## src/rtl/dpram_arbiter.sv

```systemverilog
// Two-master write/read arbiter in front of a simple dual-port RAM with registered read data.
// Define DPRAM_ARB_RR_EN for round-robin on contention; otherwise master 0 has fixed priority.
module dpram_arbiter #(
  parameter int WIDTH = 9,
  parameter int DEPTH = 9
) (
  input  logic             clk,
  input  logic             rst_n,
  input  logic             w0_req,
  input  logic [DEPTH-1:0] w0_addr,
  input  logic [WIDTH-1:0] w0_data,
  output logic             w0_ack,
  input  logic             w1_req,
  input  logic [DEPTH-1:0] w1_addr,
  input  logic [WIDTH-1:0] w1_data,
  output logic             w1_ack,
  input  logic             r0_req,
  input  logic [DEPTH-1:0] r0_addr,
  output logic             r0_ack,
  output logic             r0_valid,
  input  logic             r1_req,
  input  logic [DEPTH-1:0] r1_addr,
  output logic             r1_ack,
  output logic             r1_valid,
  output logic [WIDTH-1:0] rd_data,
  output logic             ram_we,
  output logic [DEPTH-1:0] ram_waddr,
  output logic [WIDTH-1:0] ram_wdata,
  output logic [DEPTH-1:0] ram_raddr,
  input  logic [WIDTH-1:0] ram_rdata
);

  logic             w_req_any, w_sel;
  logic             r_req_any, r_sel;

  logic             ram_we_d, ram_we_q;
  logic [DEPTH-1:0] ram_waddr_d, ram_waddr_q;
  logic [WIDTH-1:0] ram_wdata_d, ram_wdata_q;
  logic [1:0]       w_ack_d, w_ack_q;
  logic [DEPTH-1:0] ram_raddr_d, ram_raddr_q;
  // Read pipeline: stage 1 is the ack cycle, stage 2 the data-valid cycle.
  logic             rd_v1_d, rd_v1_q, rd_tag1_d, rd_tag1_q;
  logic             rd_v2_d, rd_v2_q, rd_tag2_d, rd_tag2_q;
  logic [1:0]       r_ack_vec, r_valid_vec;

`ifdef DPRAM_ARB_RR_EN
  logic w_last_d, w_last_q;
  logic r_last_d, r_last_q;

  // On contention the master that did not win last time gets the grant.
  always_comb begin
    w_sel    = (w0_req && w1_req) ? ~w_last_q : ~w0_req;
    r_sel    = (r0_req && r1_req) ? ~r_last_q : ~r0_req;
    w_last_d = (w0_req || w1_req) ? w_sel : w_last_q;
    r_last_d = (r0_req || r1_req) ? r_sel : r_last_q;
  end

  always_ff @(posedge clk or negedge rst_n) begin
    if (!rst_n) begin
      w_last_q <= 1'b1;
      r_last_q <= 1'b1;
    end else begin
      w_last_q <= w_last_d;
      r_last_q <= r_last_d;
    end
  end
`else
  always_comb begin
    w_sel = ~w0_req;
    r_sel = ~r0_req;
  end
`endif

  always_comb begin
    w_req_any   = w0_req | w1_req;
    r_req_any   = r0_req | r1_req;

    ram_we_d    = w_req_any;
    w_ack_d     = w_req_any ? (w_sel ? 2'b10 : 2'b01) : 2'b00;
    ram_waddr_d = ram_waddr_q;
    ram_wdata_d = ram_wdata_q;
    if (w_req_any) begin
      ram_waddr_d = w_sel ? w1_addr : w0_addr;
      ram_wdata_d = w_sel ? w1_data : w0_data;
    end

    ram_raddr_d = ram_raddr_q;
    if (r_req_any) begin
      ram_raddr_d = r_sel ? r1_addr : r0_addr;
    end
    rd_v1_d   = r_req_any;
    rd_tag1_d = r_sel;
    rd_v2_d   = rd_v1_q;
    rd_tag2_d = rd_tag1_q;
  end

  always_ff @(posedge clk or negedge rst_n) begin
    if (!rst_n) begin
      ram_we_q    <= 1'b0;
      ram_waddr_q <= '0;
      ram_wdata_q <= '0;
      w_ack_q     <= 2'b00;
      ram_raddr_q <= '0;
      rd_v1_q     <= 1'b0;
      rd_tag1_q   <= 1'b0;
      rd_v2_q     <= 1'b0;
      rd_tag2_q   <= 1'b0;
    end else begin
      ram_we_q    <= ram_we_d;
      ram_waddr_q <= ram_waddr_d;
      ram_wdata_q <= ram_wdata_d;
      w_ack_q     <= w_ack_d;
      ram_raddr_q <= ram_raddr_d;
      rd_v1_q     <= rd_v1_d;
      rd_tag1_q   <= rd_tag1_d;
      rd_v2_q     <= rd_v2_d;
      rd_tag2_q   <= rd_tag2_d;
    end
  end

  for (genvar gi = 0; gi < 2; gi++) begin : g_rd_decode
    assign r_ack_vec[gi]   = rd_v1_q & (rd_tag1_q == 1'(gi));
    assign r_valid_vec[gi] = rd_v2_q & (rd_tag2_q == 1'(gi));
  end

  assign w0_ack    = w_ack_q[0];
  assign w1_ack    = w_ack_q[1];
  assign r0_ack    = r_ack_vec[0];
  assign r1_ack    = r_ack_vec[1];
  assign r0_valid  = r_valid_vec[0];
  assign r1_valid  = r_valid_vec[1];
  assign ram_we    = ram_we_q;
  assign ram_waddr = ram_waddr_q;
  assign ram_wdata = ram_wdata_q;
  assign ram_raddr = ram_raddr_q;
  // No write-to-read forwarding: data comes straight from the RAM's read port.
  assign rd_data   = ram_rdata;

endmodule

```

## config.mk

```make
export PLATFORM = sky130hd
export DESIGN_NAME = dpram_arbiter
export DESIGN_NICKNAME = d
export VERILOG_FILES = /design/src/rtl/dpram_arbiter.sv
export SDC_FILE = /design/constraint.sdc
export NUM_CORES = 1
export LEC_CHECK = 0
export CELL_PAD_IN_SITES_DETAIL_PLACEMENT = 0
export CELL_PAD_IN_SITES_GLOBAL_PLACEMENT = 1
export CORE_ASPECT_RATIO = 1.1
export CORE_MARGIN = 2
export CORE_UTILIZATION = 24
export CTS_CLUSTER_SIZE = 28
export DETAILED_ROUTE_END_ITERATION = 10
export GPL_TIMING_DRIVEN = 1
export PLACE_DENSITY = 0.83
export SLEW_MARGIN = 15
export SYNTH_ARGS = -nofsm -noshare
export SYNTH_HDL_FRONTEND = slang
export SYNTH_SLANG_ARGS = --single-unit
export TNS_END_PERCENT = 5
```

## constraint.sdc

```tcl
create_clock -name clk -period 0.8 [get_ports clk]
set_clock_uncertainty 0.05 [all_clocks]
set_input_delay 0.12 -clock clk [delete_from_list [all_inputs] [get_ports clk]]
set_output_delay 0.12 -clock clk [all_outputs]
set_load 0.02 [all_outputs]
```

==> flow_summary.toml <==
[status]
status = "complete, but fails checks"
violations = "setup timing"

[layout]
area_growth_pct = 63.22
nets = 301
multi_input_area_um2 = 563.0
postLayoutCellArea_um2 = 2526
drive_above_1_share = 0.2403
layout.area.seq_um2 = 850.8
fin_util = 0.4079
diodes = 0
finalNonFillerCells = 313
fillers = 638

[place]
dpl.hpwl_mm = 2.908
port_buffers = 93
gp_congestion = 0.7212
placed_area_um2 = 2560
dp_slack_ns = -0.5150
place_inst = 304

[sta]
tns_ns = -6.860
hold_viol_final = 0
period_share = 1.389
worstMarginPinSlew_ns = 0.2077
setup_violations = 36
fin_ws_ns = -0.3112
rsz0062_at_grt = "yes"
maxClockFrequency_mhz = 900.0
hold_ws_ns = 0.1417
slew_violations = 0
post-route-min-period_ns = 1.111
max-slew-margin-rel = 0.8615

[power]
ir_worst_vdd_v = 0.0005157
p_leak_nw = 1.186
power_mw = 4.282
power.density_nw_per_um2 = 1695

[job]
cap_violations = 0

[grt]
antenna_found_initial = 0
grt_pass1_wl_mm = 6.189
grt.overflow.total = 0
grt_use_total = 0.1141
grt_max_degree = 37
grt_pass1_vias = 1312

[logic_synthesis]
netlist_area_um2 = 1548
syn_area_per_cell_um2 = 10.90
seq_area_frac_synth = 0.5497
synth_warnings = 0
ys_ff_latch = 34
synthCells = 142
yosys.cell_types.count = 13
synth.net_count = 211

[hold_path]
min-delay-start = "w0_req"
hold_path.class = "in2reg"

[critical_path]
crit_type = "reg2out"
slowest_delay_ns = 0.37
critical_path_arrival_ns = 0.94
cp-startpoint = "rd_tag2_q$_DFF_PN0_"
crit_buf_inv = 1
reg2reg_from = "ram_wdata[6]$_DFFE_PN0P_"
crit_required_ns = 0.63
path_delay_family = "flip-flops"
path_max_fanout = 2
cp-start-kind = "flip-flop"
cp_slowest_cell = "dfrtp_1"
cp_cell_sequence = "and2_1 > buf_2"
end_kind = "output port"

[floorplanning]
fp.dieH_um = 88.23
fp.coreArea_um2 = 6193
die_width_um = 80.57
fp-row-count = 30
initial_utilization = 0.2499
ios = 112
die_area_um2 = 7108

[detailed_routing]
vias_per_cell = 4.109
drt_iter0_markers = 28
ant_nets = 0
vias = 1286
firstDrtPassIters = 3
drc = 0
wl_per_cell_um = 12.43
wirelength_mm = 3.892

[clock_tree]
htree_levels = 2
clock_path_buffers = 2
clock_latency_ns = 0.28
cts_tree = "built"
cts.reportedPaths.clkPinSlew_ns = 0.06
cts-root-buf = "clkbuf_8"
cts_buffers = 5
cts.sinks = 34
## metal layers
metal	GRT usage	vias up	wire (um)	share of wire
met1	0.1266	593	1499	0.39
met3	0.02449	7	274	0.070
met4	0.06471	0	69	0.018
li1	-	639	-	-
met2	0.2023	47	2048	0.53
met5	0	-	0	0
## area by class of cell
| class | instances | area share |
|---|---|---|
| inverters | 1 | 0.001486 |
| multi-input cells | 88 | 0.2229 |
| flip-flops and latches | 34 | 0.3368 |
| well taps | 80 | 0.03962 |
| clock inverters | 1 | 0.001981 |
| repair buffers | 102 | 0.3631 |
| clock buffers | 7 | 0.03418 |
## cells in the final DEF, fill, tap and decap left out
cell type and n:
o21ai_1 21, clkbuf_1 1, and2_1 1, dlygate4sd2_1 4, nor2b_2 1, dfrtp_1 34
clkinv_2 1, o21ai_0 5, nor2b_1 2, buf_2 29, mux2i_1 26, dlygate4sd3_1 1
o21ai_2 1, clkbuf_8 6, and2_4 1, or2_2 2, buf_4 4, mux2i_2 1
clkdlybuf4s50_1 54, buf_12 5, buf_6 5, nand2_1 27, inv_1 1
## cell usage after synthesis, drive strengths merged
cell type	instances	area, um^2
inv	1	3.750
nor2b	3	18.77
dfrtp	34	850.8
and2	2	12.51
clkbuf	4	15.01
mux2i	27	270.3
o21ai	27	138.9
or2	2	12.51
nand2	27	101.4
buf	15	123.9
## final timing paths
kind | endpoint | slack [ns] | cells after the start
max | r1_valid | -0.31 | 2
min | w_ack_q[0]$_DFF_PN0_ | 0.14 | 1
max reg2reg | ram_wdata[6]$_DFFE_PN0P_ | -0.09 | 3
min reg2reg | rd_v2_q$_DFF_PN0_ | 0.34 | 0
max in group asynchronous | ram_raddr[6]$_DFFE_PN0P_ | 0.25 | 3
min in group asynchronous | ram_waddr[0]$_DFFE_PN0P_ | 0.27 | 3
## cell families (layout without fill, tap and decap cells)
| logic type | count (synthesis) | in the layout | synth area share |
|---|---|---|---|
| buffers and inverters | 20 | 111 | 0.09215 |
| multiplexers | 27 | 27 | 0.1746 |
| flip-flops | 34 | 34 | 0.5497 |
| AO/OA/AOI/OAI | 27 | 27 | 0.08973 |
| AND/OR/NAND/NOR | 34 | 34 | 0.09378 |
## state kept, by name (all words and copies together) (netlist names)
signal     cells
ram_wdata      9
rd_v1_q        1
ram_waddr      9
rd_v2_q        1
rd_tag1_q      1
ram_we         1
rd_tag2_q      1
ram_raddr      9
w_ack_q        2
## report_power, final
part	switching (mW)	leakage (nW)	internal, mW
combinational	0.493	0.733	0.568
clock	0.591	0.0482	0.694
sequential	0.0735	0.404	1.86
## what timing repair did
action,CTS,global route
resized for setup,145,12
pin swaps,1,0
hold buffers,1,0
setup endpoints to repair,64,44
hold endpoints to repair,34,0
setup buffers,0,0
No activity file was read; power rests on OpenSTA's default activity.
